[src/rtl/rf_wb_arbiter_if.sv]
// Writeback bus between the requesters (load, ALU, debug), the issue/decode stage and the arbiter.
// The arbiter connects through the slave modport; the producers connect through the master modport.
interface rf_wb_arbiter_if;
  logic        ld_valid;
  logic [4:0]  ld_rd;
  logic [31:0] ld_data;
  logic        ld_ready;

  logic        alu_valid;
  logic [4:0]  alu_rd;
  logic [31:0] alu_data;
  logic        alu_ready;

  logic        dbg_valid;
  logic [4:0]  dbg_rd;
  logic [31:0] dbg_data;
  logic        dbg_ready;

  logic        iss_valid;
  logic [4:0]  iss_rd;
  logic [4:0]  rs1;
  logic [4:0]  rs2;
  logic        stall;

  logic        we;
  logic [4:0]  wa;
  logic [31:0] wd;
  logic [31:0] busy;

  modport master (
    output ld_valid, ld_rd, ld_data,
    output alu_valid, alu_rd, alu_data,
    output dbg_valid, dbg_rd, dbg_data,
    output iss_valid, iss_rd, rs1, rs2,
    input  ld_ready, alu_ready, dbg_ready,
    input  stall, we, wa, wd, busy
  );

  modport slave (
    input  ld_valid, ld_rd, ld_data,
    input  alu_valid, alu_rd, alu_data,
    input  dbg_valid, dbg_rd, dbg_data,
    input  iss_valid, iss_rd, rs1, rs2,
    output ld_ready, alu_ready, dbg_ready,
    output stall, we, wa, wd, busy
  );
endinterface

[src/rtl/rf_wb_arbiter.sv]
// Register-file writeback arbiter: three requesters share one write port (ld > alu > dbg, with debug
// promoted after starving), plus a pending-writeback scoreboard that stalls decode on busy sources.
module rf_wb_arbiter #(
  parameter int STARVE_LIMIT = 4
) (
  input logic            clk,
  input logic            rst,
  rf_wb_arbiter_if.slave bus
);

  localparam int CntW = (STARVE_LIMIT < 1) ? 1 : $clog2(STARVE_LIMIT + 1);
  localparam logic [CntW-1:0] StarveMax = CntW'(STARVE_LIMIT);

  logic [CntW-1:0] starveCnt_q, starveCnt_d;
  logic            we_q;
  logic [4:0]      wa_q;
  logic [31:0]     wd_q;
  logic            wclr_q;
  logic [31:0]     busy_q, busy_d;

  logic            dbgPromoted;
  logic            ldGrant, aluGrant, dbgGrant;
  logic [4:0]      selRd;
  logic [31:0]     selData;
  logic            doWrite;

  assign dbgPromoted = (starveCnt_q == StarveMax);

  // Grants are gated by reset so no handshake can complete while the block is held in reset.
  always_comb begin
    ldGrant  = 1'b0;
    aluGrant = 1'b0;
    dbgGrant = 1'b0;
    if (rst) begin
      if (dbgPromoted && bus.dbg_valid) dbgGrant = 1'b1;
      else if (bus.ld_valid)            ldGrant  = 1'b1;
      else if (bus.alu_valid)           aluGrant = 1'b1;
      else if (bus.dbg_valid)           dbgGrant = 1'b1;
    end
  end

  always_comb begin
    selRd   = bus.ld_rd;
    selData = bus.ld_data;
    if (aluGrant) begin
      selRd   = bus.alu_rd;
      selData = bus.alu_data;
    end else if (dbgGrant) begin
      selRd   = bus.dbg_rd;
      selData = bus.dbg_data;
    end
  end

  // A transfer to x0 is consumed but never reaches the register file.
  assign doWrite = (ldGrant | aluGrant | dbgGrant) && (selRd != 5'd0);

  always_comb begin
    starveCnt_d = '0;
    if (bus.dbg_valid && !dbgGrant)
      starveCnt_d = dbgPromoted ? starveCnt_q : starveCnt_q + 1'b1;
  end

  // Issue-set is applied after the commit-clear so a same-edge collision leaves the bit pending.
  always_comb begin
    busy_d = busy_q;
    if (we_q && wclr_q)
      busy_d[wa_q] = 1'b0;
    if (bus.iss_valid && (bus.iss_rd != 5'd0))
      busy_d[bus.iss_rd] = 1'b1;
    busy_d[0] = 1'b0;
  end

  always_ff @(posedge clk or negedge rst) begin
    if (!rst) begin
      starveCnt_q <= '0;
      we_q        <= 1'b0;
      wa_q        <= 5'd0;
      wd_q        <= 32'd0;
      wclr_q      <= 1'b0;
      busy_q      <= 32'd0;
    end else begin
      starveCnt_q <= starveCnt_d;
      we_q        <= doWrite;
      busy_q      <= busy_d;
      if (doWrite) begin
        wa_q   <= selRd;
        wd_q   <= selData;
        wclr_q <= !dbgGrant;
      end
    end
  end

  assign bus.ld_ready  = ldGrant;
  assign bus.alu_ready = aluGrant;
  assign bus.dbg_ready = dbgGrant;
  assign bus.we        = we_q;
  assign bus.wa        = wa_q;
  assign bus.wd        = wd_q;
  assign bus.busy      = busy_q;
  assign bus.stall     = ((bus.rs1 != 5'd0) && busy_q[bus.rs1]) ||
                         ((bus.rs2 != 5'd0) && busy_q[bus.rs2]);

endmodule
[src/flat_wrapper.sv]
// flat-port wrapper written by rule: the top's interface ports become plain ports
module rf_wb_arbiter_flat 
#(
  parameter int STARVE_LIMIT = 4
)
  (clk, rst, bus_ld_valid, bus_ld_rd, bus_ld_data, bus_alu_valid, bus_alu_rd, bus_alu_data, bus_dbg_valid, bus_dbg_rd, bus_dbg_data, bus_iss_valid, bus_iss_rd, bus_rs1, bus_rs2, bus_ld_ready, bus_alu_ready, bus_dbg_ready, bus_stall, bus_we, bus_wa, bus_wd, bus_busy);
  rf_wb_arbiter_if bus_i ();
  input logic clk;
  input logic rst;
  input wire logic [$bits(bus_i.ld_valid)-1:0] bus_ld_valid;
  input wire logic [$bits(bus_i.ld_rd)-1:0] bus_ld_rd;
  input wire logic [$bits(bus_i.ld_data)-1:0] bus_ld_data;
  input wire logic [$bits(bus_i.alu_valid)-1:0] bus_alu_valid;
  input wire logic [$bits(bus_i.alu_rd)-1:0] bus_alu_rd;
  input wire logic [$bits(bus_i.alu_data)-1:0] bus_alu_data;
  input wire logic [$bits(bus_i.dbg_valid)-1:0] bus_dbg_valid;
  input wire logic [$bits(bus_i.dbg_rd)-1:0] bus_dbg_rd;
  input wire logic [$bits(bus_i.dbg_data)-1:0] bus_dbg_data;
  input wire logic [$bits(bus_i.iss_valid)-1:0] bus_iss_valid;
  input wire logic [$bits(bus_i.iss_rd)-1:0] bus_iss_rd;
  input wire logic [$bits(bus_i.rs1)-1:0] bus_rs1;
  input wire logic [$bits(bus_i.rs2)-1:0] bus_rs2;
  output wire logic [$bits(bus_i.ld_ready)-1:0] bus_ld_ready;
  output wire logic [$bits(bus_i.alu_ready)-1:0] bus_alu_ready;
  output wire logic [$bits(bus_i.dbg_ready)-1:0] bus_dbg_ready;
  output wire logic [$bits(bus_i.stall)-1:0] bus_stall;
  output wire logic [$bits(bus_i.we)-1:0] bus_we;
  output wire logic [$bits(bus_i.wa)-1:0] bus_wa;
  output wire logic [$bits(bus_i.wd)-1:0] bus_wd;
  output wire logic [$bits(bus_i.busy)-1:0] bus_busy;
  assign bus_i.ld_valid = bus_ld_valid;
  assign bus_i.ld_rd = bus_ld_rd;
  assign bus_i.ld_data = bus_ld_data;
  assign bus_i.alu_valid = bus_alu_valid;
  assign bus_i.alu_rd = bus_alu_rd;
  assign bus_i.alu_data = bus_alu_data;
  assign bus_i.dbg_valid = bus_dbg_valid;
  assign bus_i.dbg_rd = bus_dbg_rd;
  assign bus_i.dbg_data = bus_dbg_data;
  assign bus_i.iss_valid = bus_iss_valid;
  assign bus_i.iss_rd = bus_iss_rd;
  assign bus_i.rs1 = bus_rs1;
  assign bus_i.rs2 = bus_rs2;
  assign bus_ld_ready = bus_i.ld_ready;
  assign bus_alu_ready = bus_i.alu_ready;
  assign bus_dbg_ready = bus_i.dbg_ready;
  assign bus_stall = bus_i.stall;
  assign bus_we = bus_i.we;
  assign bus_wa = bus_i.wa;
  assign bus_wd = bus_i.wd;
  assign bus_busy = bus_i.busy;
  rf_wb_arbiter #(.STARVE_LIMIT(STARVE_LIMIT)) u_core (.clk(clk), .rst(rst), .bus(bus_i));
endmodule
[config.mk]
export PLATFORM = sky130hd
export DESIGN_NAME = rf_wb_arbiter_flat
export DESIGN_NICKNAME = d
export VERILOG_FILES = /design/src/rtl/rf_wb_arbiter_if.sv /design/src/rtl/rf_wb_arbiter.sv /design/src/flat_wrapper.sv
export SDC_FILE = /design/constraint.sdc
export NUM_CORES = 1
export LEC_CHECK = 0
export CAP_MARGIN = 20
export CORE_MARGIN = 10
export CORE_UTILIZATION = 25
export DETAILED_ROUTE_END_ITERATION = 10
export MAX_ROUTING_LAYER = met4
export PLACE_DENSITY_LB_ADDON = 0.15
export SYNTH_ARGS = -nofsm -noshare
export SYNTH_HDL_FRONTEND = slang
export SYNTH_SLANG_ARGS = --single-unit
[constraint.sdc]
create_clock -name clk -period 6 [get_ports clk]
set_input_delay 1.2 -clock clk [delete_from_list [all_inputs] [get_ports clk]]
set_output_delay 1.2 -clock clk [all_outputs]
set_load 0.02 [all_outputs]
==> results.toml <==
[outcome]
status = "completed"

[logic_synthesis]
postSynthCellCount = 411
synthDistinctLibCells = 41
yosysTopAreaCell = "dfrtp_1"
ys_seq_area_frac = 0.414
ys_top_cells_by_area = "dfrtp_1 (41%), o21ai_0 (12%), mux2i_1 (8.8%)"
async_flop_share = 1.00
synth.avg_cell_area_um2 = 10.7
synth.cell_area_mm2 = 0.00442
synth_enable_flop_cells = 0
synth.top_cell.area_share = 0.414
synth-seq-cells = 73
ys_warn_count = 0
yosysMostFrequentCell = "o21ai_0"
synth_top_flop_cell = "dfrtp_1"
syn_nets = 545
netlist_top_cells_count = "o21ai_0 (104), dfrtp_1 (73), nand2_1 (50)"

[global_route]
grt_pass1_wl_mm = 25.5
grt.overflow.total = 0
grt_max_degree = 66
antenna_found_initial = 0
grt_pass1_vias = 4517
grt_usage = 0.139

[detailed_routing]
num_vias = 4033
drtAntennaViolNets = 0
m1WireLength_mm = 7.14
drtIter0Drc = 219
wl_met3_mm = 1.29
met2_wirelength_mm = 7.60
viasPerCell = 4.82
wl_per_cell_um = 19.2
routed_wl_mm = 16.1
drt_pass1_iterations = 4
routed.top_layer = "met4"
drc = 0

[power_and_ir_drop]
ir_drop_mv = 0.211
leakagePower_nw = 2.58
pwr_density_cell_mw_per_mm2 = 326

[critical_path]
slowest_delay_ns = 0.80
crit_buf_inv = 2
critPathTopFamily = "buffers and inverters"
critical_path_arrival_ns = 3.82
r2r_start = "u_core.starveCnt_q[0]"
critical_path_class = "input pin to output port"
r2r_cells = 11
cp_max_fo = 9
startpoint_type = "input pin"
critPathLaunch = "bus_rs1[0]"
r2r_end = "u_core.bus.wd[20]"
cp_data_required_time_ns = 4.80
worstPathCellList = "clkdlybuf4s50_1 -> mux4_2 -> mux4_2 -> mux2i_1 -> nand2_1 -> clkdlybuf4s50_1"
reg2reg_slack_ns = 2.51
path_depth = 6
cpMaxStageDelayCell = "clkdlybuf4s50_1"
critPathCaptureType = "output port"

[sta]
fmax_mhz = 199
final.setup_skew_ns = 0.00804
fin_crit_sh = 0.836
min_period_ns = 5.02
setup_ws_ns = 0.983
finalMaxSlewViolations = 0
finalHoldViolations = 0
rsz0062_at_grt = "no"
relSlewSlack = 0.487
tightest_slew_ns = 0.762
setup_viol = 0
fin_tns_setup_ns = 0

[final_layout]
seq_area_mm2 = 0.00183
drive_gt1_frac = 0.136
nFillCells = 1696
finalNetCount = 742
n_antenna_cell = 0
multi_input_area_mm2 = 0.00242
area_growth_pct = 57.2

[job]
cap_violations = 0

[clocking]
post_cts_resized = 0
root_buffer = "clkbuf_16"
cts_buffers = 9
insertion_delay_ns = 0.33
numClockSinks = 73
cts_max_path_buffers = 2
holdBufCountCts = 0
path_clk_slew_ns = 0.06
cts_tree = "built"
cts_htree_levels = 3
cts_setup_buffers = 0

[place]
place_ws_ns = 0.964
io_buffers = 204
dp_hpwl_mm = 13.1
place_congestion = 0.860

[floorplan]
coreArea_mm2 = 0.0173
initial_core_util = 0.255
fp.dieW_um = 153
rows = 48
die_area_mm2 = 0.0234
ioPinCount = 206
die_h_um = 153

[min_path]
hold_depth = 1
hold_end = "u_core.bus.wd[17]"
min_path_type = "register to register"
hold_start = "u_core.bus.wd[17]"
==> how the worst max path moves through the flow <==
stage	slack, ns	end
2_1_floorplan	1.89	bus_stall
3_3_place_gp	1.00	bus_stall
3_5_place_dp	0.96	bus_stall
4_1_cts	0.96	bus_stall
5_1_grt	0.84	bus_stall
6_report	0.98	bus_stall
==> stage by stage <==
stage / hold WS, ns / total power [mW] / area [um2] / std cells / utilization
2_1_floorplan: 0.516 / 1.20 / 4420 / 411 / -
3_3_place_gp: 0.490 / 1.71 / 6630 / 822 / 0.383
3_5_place_dp: 0.496 / 1.72 / 6630 / 822 / 0.383
4_1_cts: 0.507 / 2.29 / 6940 / 837 / 0.401
5_1_grt: 0.525 / 2.39 / 6940 / 837 / 0.401
6_report: 0.503 / 2.26 / 6940 / 837 / 0.401
==> state kept, by name (all words and copies together), names as in the netlist <==
register / count
u_core.bus.wd: 32
u_core.wclr_q: 1
u_core.starveCnt_q: 3
u_core.bus.we: 1
u_core.bus.busy: 31
u_core.bus.wa: 5
==> worst register-to-register path: stages (launching register included) <==
cell and delay, ns:
dfrtp_1 0.40, inv_1 0.06, ha_1 0.28, and3_4 0.23, or2_1 0.36, inv_2 0.11
buf_4 0.43, a21oi_1 0.11, o2bb2ai_2 0.20, a31oi_4 0.24, buf_4 0.52, mux2_2 0.43
==> where the power goes <==
part | switching, mW | internal (mW)
sequential | 0.158 | 0.627
combinational | 0.420 | 0.498
clock | 0.200 | 0.361
==> kinds of logic after synthesis <==
group	share of synthesized area
mux	0.280
buf+inv	0.0394
other cells	0.000849
compound gates	0.158
simple gates	0.103
flops	0.414
fa+ha+maj	0.00566
==> per-layer routing <==
metal | up-vias | track usage
li1 | 1899 | -
met1 | 1944 | 0.168
met2 | 181 | 0.218
met3 | 9 | 0.0513
met4 | 0 | 0.0250
met5 | - | -
==> cell type report <==
type	count	area share
flip-flops and latches	73	0.263
multi-input cells	308	0.349
inverters	8	0.00433
well taps	225	0.0406
repair buffers	208	0.298
clock buffers	10	0.0330
clock inverters	5	0.0117
==> cells in the final DEF (no fill, tap or decap), types with 8 or more instances in the layout <==
master             n
mux2_2             8
clkdlybuf4s50_1  203
nand2_1           50
dfrtp_1           73
clkbuf_16          9
o21ai_0          104
nand3_1           12
mux4_2            17
mux2i_1           39
mux2_4            25
(Power assumes the default switching activity.)
